**config.mk**
```make
export PLATFORM = sky130hd
export DESIGN_NAME = mem_bus_ctrl
export DESIGN_NICKNAME = d
export VERILOG_FILES = /design/src/rtl/mem_bus_ctrl.sv
export SDC_FILE = /design/constraint.sdc
export NUM_CORES = 1
export LEC_CHECK = 0
export BUFFER_PORTS_ARGS = -buffer_cell sky130_fd_sc_hd__buf_4
export CORE_ASPECT_RATIO = 1.2
export CORE_MARGIN = 2
export CORE_UTILIZATION = 44
export CTS_BUF_LIST = sky130_fd_sc_hd__clkbuf_4
export DETAILED_ROUTE_END_ITERATION = 6
export GPL_ROUTABILITY_DRIVEN = 0
export HOLD_SLACK_MARGIN = 0.1
export PLACE_DENSITY = 0.73
export SLEW_MARGIN = 20
export SYNTH_ARGS = -nofsm -noshare
export SYNTH_HDL_FRONTEND = slang
export SYNTH_SLANG_ARGS = --single-unit
export TNS_END_PERCENT = 20
```
**constraint.sdc**
```tcl
create_clock -name clk -period 1.4 [get_ports clk]
set_input_delay 0.35 -clock clk [delete_from_list [all_inputs] [get_ports clk]]
set_output_delay 0.35 -clock clk [all_outputs]
set_load 0.01 [all_outputs]
```
**src/rtl/mem_bus_ctrl.sv**
```systemverilog
// mem_bus_ctrl: turns single CPU memory requests into timed cycles on an
// 8-bit multiplexed ROM/RAM bus (address phase, wait states, data phase,
// one-cycle response). Writes to ROM are rejected without bus activity.
//
// Ports:
//   clk, reset (async, active-low)
//   req_valid/req_ready/req_space/req_write/req_addr/req_wdata : CPU request
//   rsp_valid/rsp_err/rsp_rdata                                : CPU response
//   bus_out/bus_oe/bus_in/bus_ale/bus_we                       : shared bus
//   rom_cs/ram_cs                                              : chip selects
module mem_bus_ctrl #(
    parameter int unsigned BITS        = 8,
    parameter int unsigned WAIT_CYCLES = 1
) (
    input  logic            clk,
    input  logic            reset,
    input  logic            req_valid,
    output logic            req_ready,
    input  logic            req_space,
    input  logic            req_write,
    input  logic [BITS-1:0] req_addr,
    input  logic [BITS-1:0] req_wdata,
    output logic            rsp_valid,
    output logic            rsp_err,
    output logic [BITS-1:0] rsp_rdata,
    output logic [BITS-1:0] bus_out,
    output logic            bus_oe,
    input  logic [BITS-1:0] bus_in,
    output logic            bus_ale,
    output logic            bus_we,
    output logic            rom_cs,
    output logic            ram_cs
);

    localparam int unsigned CNT_W = 4;
    localparam logic [CNT_W-1:0] WAIT_LOAD =
        (WAIT_CYCLES > 0) ? CNT_W'(WAIT_CYCLES - 1) : '0;

    typedef enum logic [2:0] {
        S_IDLE,
        S_ADDR,
        S_WAIT,
        S_DATA,
        S_RESP
    } state_t;

    state_t            state_q, state_d;
    logic [CNT_W-1:0]  cnt_q, cnt_d;
    logic              space_q, space_d;
    logic              write_q, write_d;
    logic [BITS-1:0]   addr_q, addr_d;
    logic [BITS-1:0]   wdata_q, wdata_d;
    logic [BITS-1:0]   rdata_q, rdata_d;
    logic              rsp_valid_q, rsp_valid_d;
    logic              rsp_err_q, rsp_err_d;
    logic [BITS-1:0]   bus_out_q, bus_out_d;
    logic              bus_oe_q, bus_oe_d;
    logic              bus_ale_q, bus_ale_d;
    logic              bus_we_q, bus_we_d;
    logic              rom_cs_q, rom_cs_d;
    logic              ram_cs_q, ram_cs_d;

    // State and registered outputs; reset drops every bus control at once.
    always_ff @(posedge clk or negedge reset) begin
        if (!reset) begin
            state_q     <= S_IDLE;
            cnt_q       <= '0;
            space_q     <= 1'b0;
            write_q     <= 1'b0;
            addr_q      <= '0;
            wdata_q     <= '0;
            rdata_q     <= '0;
            rsp_valid_q <= 1'b0;
            rsp_err_q   <= 1'b0;
            bus_out_q   <= '0;
            bus_oe_q    <= 1'b0;
            bus_ale_q   <= 1'b0;
            bus_we_q    <= 1'b0;
            rom_cs_q    <= 1'b0;
            ram_cs_q    <= 1'b0;
        end else begin
            state_q     <= state_d;
            cnt_q       <= cnt_d;
            space_q     <= space_d;
            write_q     <= write_d;
            addr_q      <= addr_d;
            wdata_q     <= wdata_d;
            rdata_q     <= rdata_d;
            rsp_valid_q <= rsp_valid_d;
            rsp_err_q   <= rsp_err_d;
            bus_out_q   <= bus_out_d;
            bus_oe_q    <= bus_oe_d;
            bus_ale_q   <= bus_ale_d;
            bus_we_q    <= bus_we_d;
            rom_cs_q    <= rom_cs_d;
            ram_cs_q    <= ram_cs_d;
        end
    end

    // Next state, then outputs decoded from the next state so that the
    // registered bus signals line up with the state they belong to.
    always_comb begin
        state_d     = state_q;
        cnt_d       = cnt_q;
        space_d     = space_q;
        write_d     = write_q;
        addr_d      = addr_q;
        wdata_d     = wdata_q;
        rdata_d     = rdata_q;
        rsp_valid_d = 1'b0;
        rsp_err_d   = 1'b0;
        bus_out_d   = '0;
        bus_oe_d    = 1'b0;
        bus_ale_d   = 1'b0;
        bus_we_d    = 1'b0;
        rom_cs_d    = 1'b0;
        ram_cs_d    = 1'b0;

        case (state_q)
            S_IDLE: begin
                if (req_valid) begin
                    space_d = req_space;
                    write_d = req_write;
                    addr_d  = req_addr;
                    wdata_d = req_wdata;
                    // ROM write: straight to an error response, bus untouched
                    state_d = (req_write && !req_space) ? S_RESP : S_ADDR;
                end
            end
            S_ADDR: begin
                if (WAIT_CYCLES > 0) begin
                    state_d = S_WAIT;
                    cnt_d   = WAIT_LOAD;
                end else begin
                    state_d = S_DATA;
                end
            end
            S_WAIT: begin
                if (cnt_q == '0) begin
                    state_d = S_DATA;
                end else begin
                    cnt_d = cnt_q - CNT_W'(1);
                end
            end
            S_DATA: begin
                if (!write_q) begin
                    rdata_d = bus_in;
                end
                state_d = S_RESP;
            end
            S_RESP:  state_d = S_IDLE;
            default: state_d = S_IDLE;
        endcase

        case (state_d)
            S_ADDR: begin
                bus_ale_d = 1'b1;
                bus_oe_d  = 1'b1;
                bus_out_d = addr_d;
                rom_cs_d  = !space_d;
                ram_cs_d  = space_d;
            end
            S_WAIT, S_DATA: begin
                rom_cs_d = !space_d;
                ram_cs_d = space_d;
                if (write_d) begin
                    bus_out_d = wdata_d;
                    bus_oe_d  = 1'b1;
                    bus_we_d  = 1'b1;
                end
            end
            S_RESP: begin
                rsp_valid_d = 1'b1;
                rsp_err_d   = write_d && !space_d;
            end
            default: ;
        endcase
    end

    assign req_ready = (state_q == S_IDLE) && reset;
    assign rsp_valid = rsp_valid_q;
    assign rsp_err   = rsp_err_q;
    assign rsp_rdata = rdata_q;
    assign bus_out   = bus_out_q;
    assign bus_oe    = bus_oe_q;
    assign bus_ale   = bus_ale_q;
    assign bus_we    = bus_we_q;
    assign rom_cs    = rom_cs_q;
    assign ram_cs    = ram_cs_q;

endmodule

```
==> key figures <==
GRT
  – Vias in the first global route: 1363
  – GR Util All Layers: 0.194
  – Initial antenna violation count: 0
  – Largest net degree at the start of global routing: 41
  – First-pass GRT wire length: 6250 µm
  – GR Overflow Total: 0

Synthesis
  – Seq cells post-synth: 40
  – Syn nets: 157
  – Count of cell types in the netlist: 33
  – Largest area contributor in the netlist: dfrtp_1
  – Yosys top cell area share: 0.587
  – Post-Syn Area: 1710 µm²
  – Post-Syn Area per Cell: 13.5 µm²
  – Top FF cell, synth: dfrtp_1
  – Syn Inst Count: 126
  – Post-synthesis sequential area ratio: 0.587
  – Async SR Flop Fraction: 1.00
  – Synth area leaders: dfrtp_1, mux2_4, mux2_2
  – Number of synthesized flops with an enable pin: 0
  – Syn. warnings: 0

Drt
  – Drt wl/cell: 15.4 µm
  – Total vias in the final route: 1331
  – Starting DRC count in detailed routing: 42
  – Post-route antenna net violation count: 0
  – Drt pass-1 iters: 4
  – DRC Markers: 0
  – WL final: 3930 µm
  – DR vias/cell: 5.22

Setup path
  – Cell Chain, Critical Path: buf_6 -> nor4b_4 -> buf_4
  – Slowest cell on the critical path: dfrtp_1
  – CP required: 1.05 ns
  – Crit-path max cell delay: 0.41 ns
  – CP Max Fanout: 2
  – CP endpoint kind: output pin
  – CP arrival: 1.30 ns
  – Kind of critical path: reg2out
  – Startpoint types: flip-flop

Clock tree
  – Clk sink count: 40
  – Longest Clk Path Bufs: 2
  – Clk root buf: clkbuf_4
  – Worst-path clk slew: 0.12 ns
  – Clock Latency Late Sink: 0.35 ns
  – CTS tree: done
  – H-tree Lvls: 2
  – Number of buffers inserted during clock tree synthesis: 5

Outcome
  – Failing checks: setup timing
  – Status: finished with violations

Placed design
  – Pre-CTS WS: -0.141 ns
  – I/O Buffers: 52
  – HPWL Detailed: 2690 µm
  – Placed cell area: 2290 µm²

Finish
  – Area Growth Syn to Fin: 45.0%
  – Final Cell Area: 2470 µm²
  – Diode count: 0
  – Layout cells sized above 1: 0.567
  – Fillcell total: 281
  – FF/Latch Area: 1000 µm²
  – Net count, final: 234
  – Final core occ: 0.675
  – Multi-input gate area: 743 µm²

Floorplan
  – Ports: 53
  – Die area: 4390 µm²
  – Die Span Y: 72.2 µm
  – Row count: 24
  – Core area: 3660 µm²
  – Starting Density: 0.466
  – Die Span X: 60.8 µm

Power and ir drop
  – Leakage: 1.22 nW
  – Pwr dens: 1900 nW/µm²
  – Max IR drop VDD: 1.11 mV

Timing
  – Skew final: 0.00295 ns
  – Fmax: 607 MHz
  – Fin. Hold Viols: 0
  – Relative slew slack: 0.668
  – Worst setup margin: -0.247 ns
  – RSZ-0062 raised after global routing: yes
  – Worst Max-Slew Pin Slew: 0.498 ns
  – Fin Setup TNS: -3.43 ns
  – Crit share post-route: 1.18
  – Final min period: 1.65 ns
  – Count of pins over their slew limit: 0
  – Final Setup Violations: 31

Flow run
  – Max-cap violations: 0

Worst hold path
  – Hold WC Path Type: in2reg
flip-flops by register name (all words and copies together) (netlist names):
register   cells
wdata_q        8
write_q        1
rom_cs         1
ram_cs         1
rsp_err        1
rsp_valid      1
state_q        3
bus_out        8
bus_oe         1
bus_we         1
cnt_q          4
bus_ale        1
rsp_rdata      8
space_q        1
layout by cell type, fill, tap and decap left out, types with 3 or more instances in the layout:
cell,n
nand2_1,4
mux2_4,8
o21ai_0,5
or4_1,4
nand2b_1,5
nor3_1,3
buf_4,73
a22o_1,8
nand3_1,3
nor2b_1,3
clkbuf_4,5
nor3b_4,3
dfrtp_1,39
mux2_2,8
final timing paths:
| check | start | endpoint | slack [ns] | depth (start not counted) |
|---|---|---|---|---|
| setup / recovery | state_q[0] | req_ready | -0.25 | 3 |
| hold / removal | req_addr[1] | bus_out[1] | 0.21 | 2 |
| setup reg to reg | state_q[0] | wdata_q[3] | -0.16 | 4 |
| hold reg to reg | wdata_q[6] | bus_out[6] | 0.51 | 1 |
| max in group asynchronous | reset | state_q[2] | 0.43 | 3 |
| min in group asynchronous | reset | cnt_q[3] | 0.60 | 3 |
cell usage after synthesis (2+ instances only):
| cell | instances |
|---|---|
| dfrtp_1 | 40 |
| a22o_1 | 8 |
| mux2_2 | 8 |
| mux2_4 | 8 |
| nand2b_1 | 5 |
| o21ai_0 | 5 |
| or4_1 | 5 |
| buf_2 | 4 |
| nand2_1 | 4 |
| nand3_1 | 4 |
| inv_1 | 3 |
| nor2b_1 | 3 |
| nor3_1 | 3 |
| clkbuf_1 | 2 |
| ha_1 | 2 |
| nor2_1 | 2 |
| nor3b_4 | 2 |
| nor4b_1 | 2 |
| o211ai_1 | 2 |
critical path, delay by kind of cell (launching register included):
family	cells	cell delay, ns
simple gates	1	0.25
buf+inv	2	0.28
flops	1	0.41
metrics by stage:
step | hold slack [ns] | std cells | total power [W]
2_1_floorplan | 0.0544 | 126 | 0.00305
5_1_grt | 0.194 | 255 | 0.00499
4_1_cts | 0.206 | 254 | 0.00467
3_3_place_gp | 0.440 | 242 | 0.00387
6_report | 0.212 | 255 | 0.00469
3_5_place_dp | 0.454 | 242 | 0.00394
logic make-up (layout without fill, tap and decap cells):
| logic type | Yosys count | count (layout) | synth area share |
|---|---|---|---|
| AND/OR/NAND/NOR | 34 | 34 | 0.142 |
| multiplexers | 17 | 17 | 0.130 |
| buffers and inverters | 10 | 87 | 0.0249 |
| flip-flops | 40 | 40 | 0.587 |
| XOR/XNOR | 1 | 1 | 0.00514 |
| AO/OA/AOI/OAI | 22 | 22 | 0.0961 |
| adder cells (fa/ha/maj) | 2 | 2 | 0.0147 |
repair_timing:
item / 4_1_cts / 5_1_grt
hold endpoints to repair: 40 / 0
setup buffers: 5 / 1
hold buffers: 1 / 0
pin swaps: 5 / 3
endpoints found under the setup margin: 30 / 38
resized for setup: 13 / 2
layer usage:
metal  track usage  wire [µm]  up-vias
met3        0.0642        249       10
met5             0          0        -
met2         0.325       2010       57
li1              -          -      611
met4        0.0918         84        0
met1         0.219       1590      653
final cells by class:
class                           instances  share of cell area
Sequential cell                        40               0.405
Clock buffer                            5              0.0152
Inverter                                3             0.00455
Tap cell                               52              0.0263
Multi-Input combinational cell         76               0.301
Clock inverter                          2             0.00506
Timing Repair Buffer                   77               0.243
report_power, final:
part	internal, W	switching [W]
combinational	0.00131	0.000991
clock	0.000183	0.000378
sequential	0.00160	0.000229
Note: power is estimated with default switching activity, not from simulation.
